$ cat src/rtl/bayer_timing_ctrl.sv
// bayer_timing_ctrl
// Sequencing controller for the OV5640 capture path. Registers the raw camera
// vsync/hsync, tracks pixel and line position, drops start-up frames, drives
// the Bayer phase (mode) and the gated frame/pixel strobes, and reports the
// measured frame size plus width/height errors at each frame close.
//
// Optional build macro: BAYER_TIMING_CTRL_STATS_EN
//   When defined, adds frame_count (wrapping) and err_count (saturating)
//   outputs. Without it those ports and counters do not exist.

module bayer_timing_ctrl #(
    parameter int         VIDEO_WIDTH  = 1280,
    parameter int         VIDEO_HEIGHT = 720,
    parameter int         CNT_WIDTH    = 12,
    parameter logic [1:0] BAYER_START  = 2'b00,
    parameter int         SKIP_FRAMES  = 2
) (
    input  logic                 clk,
    input  logic                 rst,
    input  logic                 in_vsync,
    input  logic                 in_hsync,
    output logic [1:0]           mode,
    output logic                 out_vsync,
    output logic                 out_pix_valid,
    output logic                 frame_active,
    output logic                 frame_done,
    output logic [CNT_WIDTH-1:0] meas_width,
    output logic [CNT_WIDTH-1:0] meas_height,
    output logic                 err_width,
    output logic                 err_height
`ifdef BAYER_TIMING_CTRL_STATS_EN
    ,
    output logic [15:0]          frame_count,
    output logic [15:0]          err_count
`endif
);

    // ------------------------------------------------------------------
    // Constants
    // ------------------------------------------------------------------
    localparam logic [1:0] ST_SYNC = 2'd0;
    localparam logic [1:0] ST_SKIP = 2'd1;
    localparam logic [1:0] ST_RUN  = 2'd2;

    localparam logic [CNT_WIDTH-1:0] CNT_MAX = {CNT_WIDTH{1'b1}};
    localparam logic [CNT_WIDTH-1:0] W_C     = CNT_WIDTH'(VIDEO_WIDTH);
    localparam logic [CNT_WIDTH-1:0] H_C     = CNT_WIDTH'(VIDEO_HEIGHT);
    localparam logic [3:0]           SKIP_C  = 4'(SKIP_FRAMES);

    // Saturating increment used by the pixel and line counters.
    function automatic logic [CNT_WIDTH-1:0] sat_inc(input logic [CNT_WIDTH-1:0] v);
        return (v == CNT_MAX) ? v : v + CNT_WIDTH'(1);
    endfunction

    // ------------------------------------------------------------------
    // Input stage: one register for use, a second copy for edge detection
    // (vs_s1_q/hs_s1_q are the registered inputs, *_s2_q the delayed copy).
    // ------------------------------------------------------------------
    logic vs_s1_q, vs_s2_q;
    logic hs_s1_q, hs_s2_q;
    logic vs_rise, hs_fall;

    // Register the camera syncs twice.
    always_ff @(posedge clk) begin
        // NOTE: state registers use non-blocking assignments so every flop
        // samples the pre-edge value of its source, independent of order.
        if (rst) begin
            vs_s1_q <= 1'b0;
            vs_s2_q <= 1'b0;
            hs_s1_q <= 1'b0;
            hs_s2_q <= 1'b0;
        end else begin
            vs_s1_q <= in_vsync;
            vs_s2_q <= vs_s1_q;
            hs_s1_q <= in_hsync;
            hs_s2_q <= hs_s1_q;
        end
    end

    assign vs_rise = vs_s1_q & ~vs_s2_q;
    assign hs_fall = ~hs_s1_q & hs_s2_q;

    // ------------------------------------------------------------------
    // Frame sequencing FSM: SYNC -> SKIP (optional) -> RUN
    // ------------------------------------------------------------------
    logic [1:0] state_q, state_d;
    logic [3:0] skip_q, skip_d;
    logic       go_run;

    // Next-state logic; go_run flags the vs_rise that enters RUN.
    always_comb begin
        // NOTE: every combinational output gets a default first so no path
        // leaves it unassigned, which would otherwise infer a latch.
        state_d = state_q;
        skip_d  = skip_q;
        go_run  = 1'b0;
        case (state_q)
            ST_SYNC: begin
                if (vs_rise) begin
                    if (SKIP_C == 4'd0) begin
                        state_d = ST_RUN;
                        go_run  = 1'b1;
                    end else begin
                        state_d = ST_SKIP;
                    end
                end
            end
            ST_SKIP: begin
                if (vs_rise) begin
                    skip_d = skip_q + 4'd1;
                    if (skip_d == SKIP_C) begin
                        state_d = ST_RUN;
                        go_run  = 1'b1;
                    end
                end
            end
            ST_RUN:  state_d = ST_RUN;
            default: state_d = ST_SYNC;
        endcase
    end

    // FSM state registers.
    always_ff @(posedge clk) begin
        if (rst) begin
            state_q <= ST_SYNC;
            skip_q  <= 4'd0;
        end else begin
            state_q <= state_d;
            skip_q  <= skip_d;
        end
    end

    logic run;
    logic frame_start;
    logic frame_close;
    logic frame_active_q;

    assign run         = (state_q == ST_RUN);
    // The vs_rise that enters RUN already counts as a RUN frame start.
    assign frame_start = vs_rise & (run | go_run);
    assign frame_close = frame_start & frame_active_q;

    // ------------------------------------------------------------------
    // Pixel / line position tracking (runs in every state)
    // ------------------------------------------------------------------
    logic [CNT_WIDTH-1:0] pix_q, pix_d;
    logic [CNT_WIDTH-1:0] line_q, line_d;
    logic [CNT_WIDTH-1:0] last_len_q, last_len_d;
    logic                 err_w_q, err_w_d;
    // trunc_q marks the tail of a line cut by vsync: its falling edge must
    // not be counted as a line of the new frame.
    logic                 trunc_q, trunc_d;
    logic                 line_done;

    assign line_done = hs_fall & ~trunc_q;

    // Counter next-state: vs_rise takes priority over line bookkeeping.
    always_comb begin
        pix_d      = pix_q;
        line_d     = line_q;
        last_len_d = last_len_q;
        err_w_d    = err_w_q;
        trunc_d    = trunc_q;

        if (hs_fall) begin
            pix_d   = '0;
            trunc_d = 1'b0;
            if (!trunc_q) begin
                line_d     = sat_inc(line_q);
                last_len_d = pix_q;
                if (pix_q != W_C) begin
                    err_w_d = 1'b1;
                end
            end
        end else if (hs_s1_q) begin
            pix_d = sat_inc(pix_q);
        end

        if (vs_rise) begin
            line_d  = '0;
            err_w_d = 1'b0;
            if (hs_s1_q) begin
                pix_d   = '0;
                trunc_d = 1'b1;
            end
        end
    end

    // Position counter registers.
    always_ff @(posedge clk) begin
        if (rst) begin
            pix_q      <= '0;
            line_q     <= '0;
            last_len_q <= '0;
            err_w_q    <= 1'b0;
            trunc_q    <= 1'b0;
        end else begin
            pix_q      <= pix_d;
            line_q     <= line_d;
            last_len_q <= last_len_d;
            err_w_q    <= err_w_d;
            trunc_q    <= trunc_d;
        end
    end

    // ------------------------------------------------------------------
    // Frame-close status: a line ending (or being truncated) in the same
    // cycle as vs_rise still belongs to the closing frame.
    // ------------------------------------------------------------------
    logic                 close_line;
    logic [CNT_WIDTH-1:0] close_h;
    logic [CNT_WIDTH-1:0] close_w;
    logic                 close_ew;
    logic                 close_eh;

    // Values latched into the meas_*/err_* outputs at frame close.
    always_comb begin
        close_line = line_done | hs_s1_q;
        close_h    = close_line ? sat_inc(line_q) : line_q;
        close_w    = close_line ? pix_q : last_len_q;
        close_ew   = err_w_q | (close_line & (pix_q != W_C));
        close_eh   = (close_h != H_C);
    end

    // ------------------------------------------------------------------
    // Output registers
    // ------------------------------------------------------------------
    logic [1:0]           mode_q;
    logic                 out_vsync_q;
    logic                 out_pix_valid_q;
    logic                 frame_done_q;
    logic [CNT_WIDTH-1:0] meas_width_q;
    logic [CNT_WIDTH-1:0] meas_height_q;
    logic                 err_width_q;
    logic                 err_height_q;

    // Strobes gated by RUN, Bayer phase, and status latched at frame close.
    always_ff @(posedge clk) begin
        if (rst) begin
            mode_q          <= 2'b00;
            out_vsync_q     <= 1'b0;
            out_pix_valid_q <= 1'b0;
            frame_active_q  <= 1'b0;
            frame_done_q    <= 1'b0;
            meas_width_q    <= '0;
            meas_height_q   <= '0;
            err_width_q     <= 1'b0;
            err_height_q    <= 1'b0;
        end else begin
            out_vsync_q     <= frame_start;
            frame_done_q    <= frame_close;
            out_pix_valid_q <= hs_s1_q & run;
            if (frame_start) begin
                frame_active_q <= 1'b1;
            end
            // Phase of the pixel currently in hs_s1_q; holds between lines.
            if (hs_s1_q & run) begin
                mode_q <= {line_q[0] ^ BAYER_START[1], pix_q[0] ^ BAYER_START[0]};
            end
            if (frame_close) begin
                meas_width_q  <= close_w;
                meas_height_q <= close_h;
                err_width_q   <= close_ew;
                err_height_q  <= close_eh;
            end
        end
    end

    assign mode          = mode_q;
    assign out_vsync     = out_vsync_q;
    assign out_pix_valid = out_pix_valid_q;
    assign frame_active  = frame_active_q;
    assign frame_done    = frame_done_q;
    assign meas_width    = meas_width_q;
    assign meas_height   = meas_height_q;
    assign err_width     = err_width_q;
    assign err_height    = err_height_q;

`ifdef BAYER_TIMING_CTRL_STATS_EN
    // ------------------------------------------------------------------
    // Statistics: frames closed (wrapping) and bad frames (saturating)
    // ------------------------------------------------------------------
    logic [15:0] frame_count_q;
    logic [15:0] err_count_q;

    // Count closed frames and those closing with any error.
    always_ff @(posedge clk) begin
        if (rst) begin
            frame_count_q <= 16'd0;
            err_count_q   <= 16'd0;
        end else if (frame_close) begin
            frame_count_q <= frame_count_q + 16'd1;
            if ((close_ew | close_eh) && (err_count_q != 16'hFFFF)) begin
                err_count_q <= err_count_q + 16'd1;
            end
        end
    end

    assign frame_count = frame_count_q;
    assign err_count   = err_count_q;
`endif

endmodule

$ cat config.mk
export PLATFORM = sky130hd
export DESIGN_NAME = bayer_timing_ctrl
export DESIGN_NICKNAME = d
export VERILOG_FILES = /design/src/rtl/bayer_timing_ctrl.sv
export SDC_FILE = /design/constraint.sdc
export NUM_CORES = 1
export LEC_CHECK = 0
export ABC_CLOCK_PERIOD_IN_PS = 4000
export CAP_MARGIN = 20
export CORE_MARGIN = 3
export CORE_UTILIZATION = 40
export DETAILED_ROUTE_END_ITERATION = 10
export PLACE_DENSITY = 0.68
export SYNTH_ARGS = -nofsm -noshare
export SYNTH_HDL_FRONTEND = slang
export SYNTH_SLANG_ARGS = --single-unit
$ cat constraint.sdc
create_clock -name clk -period 4 [get_ports clk]
set_input_delay 0.8 -clock clk [delete_from_list [all_inputs] [get_ports clk]]
set_output_delay 0.8 -clock clk [all_outputs]
set_load 0.05 [all_outputs]
# Word-level counts from Yosys, hierarchy flattened
# Index checks and enable logic that the tools add are counted.
[word_totals]
output_inout_bits = 32
register_bits = 80
input_bits = 4
[op_classes]
bitwise = 13
reduce_logical = 6
n_mux = 18
n_eq_ne = 10
n_addsub = 3
[ops]
columns = ["operator", "n"]
rows = [
  ["2-to-1 mux 12 bit", 8],
  ["adder 12 x 1 -> 12 bit, second input constant", 2],
  ["equality test 12 bit, second input constant", 2],
  ["inequality test 12 x 10 -> 1 bit, second input constant", 1],
  ["inequality test 12 x 11 -> 1 bit, second input constant", 1],
  ["AND 1 bit", 7],
  ["2-to-1 mux 1 bit", 6],
  ["2-to-1 mux 2 bit", 3],
  ["inequality test 2 bit, second input constant", 3],
  ["case mux 2 bit (3 select lines)", 1],
  ["AND reduction 3 bit", 2],
  ["adder 4 x 1 -> 4 bit, second input constant", 1],
  ["equality test 4 x 2 -> 1 bit, second input constant", 1],
  ["AND reduction 2 bit", 2],
  ["NOT 1 bit", 3],
  ["OR 1 bit", 3],
  ["equality test 2 x 1 -> 1 bit, second input constant", 1],
  ["equality test 2 bit, second input constant", 1],
  ["logical NOT 2 bit", 1],
  ["OR reduction 2 bit", 1],
]

# Longest topological paths before layout
[logic_depth]
depth_word = 8
ltp_mapped = 9
mapped_depth_nobuf = 7

# Worst setup path before layout
# Ideal clock, no wire load.
[synth_path]
path_kind = "flip-flop to flip-flop"
startpoint = "register line_q[0]"
endpoint = "register err_height_q (netlist: err_height)"
period_less_slack_ps = 1876
path_stages_with_launch = 8
slack_ps = 2124
t_arrival_ps = 1757
setup_ps = 119
t_required_ps = 3881
cell_sequence = "dfxtp_1 ha_1 nand3_2 a2111oi_1 mux2_2 nor3_1 and4b_1 a21oi_1"
[synth_between]
elab_chain_cells = 4
elab_cells_between_ends = 5
classes_between = "add/sub: 1; eq/ne: 2; mux: 2"
[synth_rtl]
columns = ["element", "line_no", "text"]
rows = [
  ["from (decl)", "147", "logic [CNT_WIDTH-1:0] line_q, line_d;"],
  ["from (signal assigned)", "199", "line_q <= line_d;"],
  ["adder 12 x 1 -> 12 bit / equality test 12 bit (equally long branches)", "52", "return (v == CNT_MAX) ? v : v + CNT_WIDTH'(1);"],
  ["2-to-1 mux 12 bit", "52", ""],
  ["2-to-1 mux 12 bit *", "219", "close_h = close_line ? sat_inc(line_q) : line_q;"],
  ["inequality test 12 x 10 -> 1 bit *", "222", "close_eh = (close_h != H_C);"],
  ["to (signal assigned)", "264", "err_height_q <= close_eh;"],
  ["to (decl)", "235", "logic err_height_q;"],
]
# Mark *: on every way between the ends. The rest lies on a longest branch, timed or not.
# A chain may end at the register's enable or synchronous reset.

# Final worst setup path
[layout_path]
startpoint = "register skip_q[0]"
endpoint = "register meas_width_q[8] (netlist: meas_width[8])"
[layout_between]
elab_chain_cells = 8
[layout_rtl]
columns = ["element", "line_no", "text"]
rows = [
  ["from (decl)", "87", "logic [3:0] skip_q, skip_d;"],
  ["from (signal assigned)", "129", "skip_q <= skip_d;"],
  ["adder 4 x 1 -> 4 bit", "110", "skip_d = skip_q + 4'd1;"],
  ["equality test 4 x 2 -> 1 bit", "111", "if (skip_d == SKIP_C) begin"],
  ["2-to-1 mux 1 bit", "111", ""],
  ["2-to-1 mux 1 bit", "109", "if (vs_rise) begin"],
  ["2-to-1 mux 1 bit", "97", "case (state_q)"],
  ["OR 1 bit", "140", "assign frame_start = vs_rise & (run | go_run);"],
  ["AND 1 bit", "140", ""],
  ["AND 1 bit", "141", "assign frame_close = frame_start & frame_active_q;"],
  ["to (signal assigned)", "261", "meas_width_q <= close_w;"],
  ["to (decl)", "232", "logic [CNT_WIDTH-1:0] meas_width_q;"],
]
# Every way passes these cells.

==> run_results.csv <==
group,metric,value,unit
run_status,outcome,"complete, no violations",
place,dpl.hpwl,6070,um
synth,yosys_register_bits,80,
cells_and_area,fin_util,47.6,%
sta,worstMarginPinSlew,0.811,ns
power,ir_worst_vdd,0.000191,V
cells_and_area,final_common_cell,"dfxtp_1",
drt,ant_nets,0,
cells_and_area,nNetsFinal,498,
setup_path,critical_path_class,"flip-flop to flip-flop",
setup_path,critPathMaxStageDelay,0.60,ns
setup_path,end_kind,"flip-flop",
setup_path,rr_startpoint,"skip_q[0]",
setup_path,required,4.27,ns
setup_path,r2r_slack,1.44,ns
setup_path,crit_path_max_fanout,26,
cts,cts_resized,0,
synth,synth-main-ff-cell,"dfxtp_1",
drt,drt_iter0_markers,235,
cts,numCtsBuffers,9,
cts,postCtsSetupBuffers,0,
die,io-pin-count,36,
sta,hold_violations,0,
cells_and_area,area_delta_synth_final,14.4,%
min_path,hp-class,"flip-flop to flip-flop",
global_route,grt_pass1_wl,14900,um
sta,fin_tns_setup,0,ns
die,coreArea,0.00933,sq mm
run,maxCapViolCount,0,
synth,avgSynthCellArea,8.23,sq um
sta,timing.fmax,391,MHz
synth,syn-cell-area,0.00388,sq mm
die,die_h,104,um
min_path,min_path_cells,2,
cts,cts_tree,"done",
power,p_per_area,351,mW/mm^2
place,place_congestion,0.913,
die,core.rowCount,35,
synth,synth_cells,471,
global_route,grt_pass1_vias,3142,
drt,vias,3324,
cts,insertion_delay,0.36,ns
synth,synthTopCellsByArea,"dfxtp_1 (41%), nand2_1 (7.1%), a21oi_1 (6.2%)",
global_route,antenna_found_initial,0,
sta,rsz0062_at_grt,"false",
drt,drc,0,
cts,htreeDepth,3,
setup_path,worstPathArrival,2.83,ns
setup_path,regToRegEndpoint,"meas_width[8]",
synth,synth.distinct_cells,53,
cells_and_area,final_cell_mix,"dfxtp_1 (80), nand2_1 (73), nor2_1 (59)",
sta,setup_ws,1.44,ns
setup_path,cp_slowest_cell,"and2_1",
global_route,grt_overflow,0,
synth,syn_nets,483,
sta,fin_crit,2.56,ns
synth,yosysTopAreaCell,"dfxtp_1",
drt,routed_via_density,5.36,
setup_path,cp_cell_sequence,"ha_1, nor3_1, a41o_1, a22o_1, and2_1, buf_4, nor2_1, a311oi_1",
min_path,min_from,"meas_height[4]",
sta,slew_headroom,45.9,%
global_route,grtUsageTotal,16.6,%
sta,setup_viol,0,
synth,yosysSeqAreaShare,41.3,%
cells_and_area,layout-drive-gt1-share,8.35,%
synth,yosys_warnings,0,
cts,postCtsHoldBufs,0,
power,leakagePower,1.36,nW
drt,post_drt_wl_per_cell,14.2,um
synth,yosys.area.top_type_share,41.3,%
cts,cts-root-buf,"clkbuf_8",
cts,cts_max_path_buffers,2,
place,post-place-ws,1.44,ns
die,dieArea,0.0109,sq mm
cts,clk_transition_reported_paths,0.09,ns
cells_and_area,n_antenna_cell,0,
sta,finalClockSkew,0.00801,ns
setup_path,path_delay_family,"simple AND/OR/NAND/NOR gates",
setup_path,reg2reg_depth,8,
cts,clock_sinks,80,
synth,synth_edf_count,0,
min_path,holdPathEnd,"meas_height[4]",
setup_path,cp.buffers_inverters,1,
synth,async_flop_share,0,%
place,io_buffers,35,
die,die_w,104,um
die,initial_core_util,41.6,%
drt,dr.pass1.iters,4,
sta,fin_crit_sh,64.0,%
drt,wirelength,8820,um
setup_path,setup.worst_path.start_class,"flip-flop",
sta,slew_viol_final,0,
global_route,grt_max_degree,31,
## Yosys cell counts (2+ instances only)
cell type,count
a2111oi_2,2
nand2_1,73
a211oi_1,8
inv_1,11
a211oi_2,6
ha_1,8
or3_1,2
nand3b_1,2
xnor2_1,11
buf_1,3
a31oi_1,5
dfxtp_1,80
nand3_1,13
and3_1,4
mux2i_1,3
nor4b_1,2
nor3_1,9
nor2b_1,9
a311o_1,2
a21oi_1,48
a311oi_1,12
o221ai_1,2
buf_4,5
buf_2,9
and2_1,4
o21bai_1,2
a22o_1,2
nand3_2,2
o21ai_0,6
nand4_1,11
and4b_1,2
clkbuf_1,16
nor2_1,59
nand2b_1,7
buf_6,3
xor2_1,7
nor4_1,5
## final cells by class
| type | count | area, sq um |
|---|---|---|
| fillers | 916 | 4890 |
| well taps | 129 | 161 |
| inverters | 11 | 41.3 |
| clock buffers | 9 | 124 |
| clock inverters | 7 | 78.8 |
| repair buffers | 40 | 383 |
| flip-flops and latches | 80 | 1600 |
| multi-input cells | 344 | 2050 |
## cell families (layout without fill, tap and decap cells)
group,Yosys count,in the layout,synth area share (%)
buf+inv,47,67,5.91
flops,80,80,41.3
fa+ha+maj,8,8,2.58
simple gates,211,211,26.3
mux,5,5,1.36
compound gates,102,102,18.4
xor+xnor,18,18,4.07
## through the flow
step	instances	instance area, sq um	power (W)	hold WS (ns)
3_3_place_gp	604	4230	0.000953	0.441
2_1_floorplan	471	3880	0.000925	0.430
6_report	620	4440	0.00156	0.454
5_1_grt	620	4440	0.00162	0.475
3_5_place_dp	604	4230	0.000957	0.446
4_1_cts	620	4440	0.00157	0.459
## power by group
part	total [W]	internal (W)	switching (W)
registers	0.000820	0.000808	0.0000115
clock network	0.000618	0.000296	0.000322
logic	0.000117	0.0000381	0.0000793
## registers in the layout (all words and copies together), names as in the netlist, 2 cells and up
name and flops:
mode 2, skip_q 4, meas_width 12, pix_q 12, meas_height 12, last_len_q 12, state_q 2, line_q 12
## routing by layer
metal	global-route usage [%]	routed length, um	share of wire (%)	up-vias
li1	-	-	-	1675
met1	23.4	4450	50	1534
met2	24.4	3700	42	97
met3	2.98	456	5.2	18
met4	7.88	212	2.4	0
met5	0	0	0	-
## worst max path at each step
stage	start	cells past startpoint	slack (ns)	end
floorplan	line_q[0]	7	2.12	err_height
global placement	vs_s1_q	7	1.48	meas_height[7]
detailed placement	vs_s1_q	7	1.44	meas_width[3]
CTS	skip_q[0]	8	1.43	meas_width[3]
global route	vs_s1_q	7	1.12	meas_width[3]
finish	skip_q[0]	8	1.44	meas_width[8]
## worst min-delay path, cell delays in order, from the launching register on
cell	delay, ns
dfxtp_1	0.32
nand2_1	0.05
a21oi_1	0.05
No activity file was read; power rests on OpenSTA's default activity.
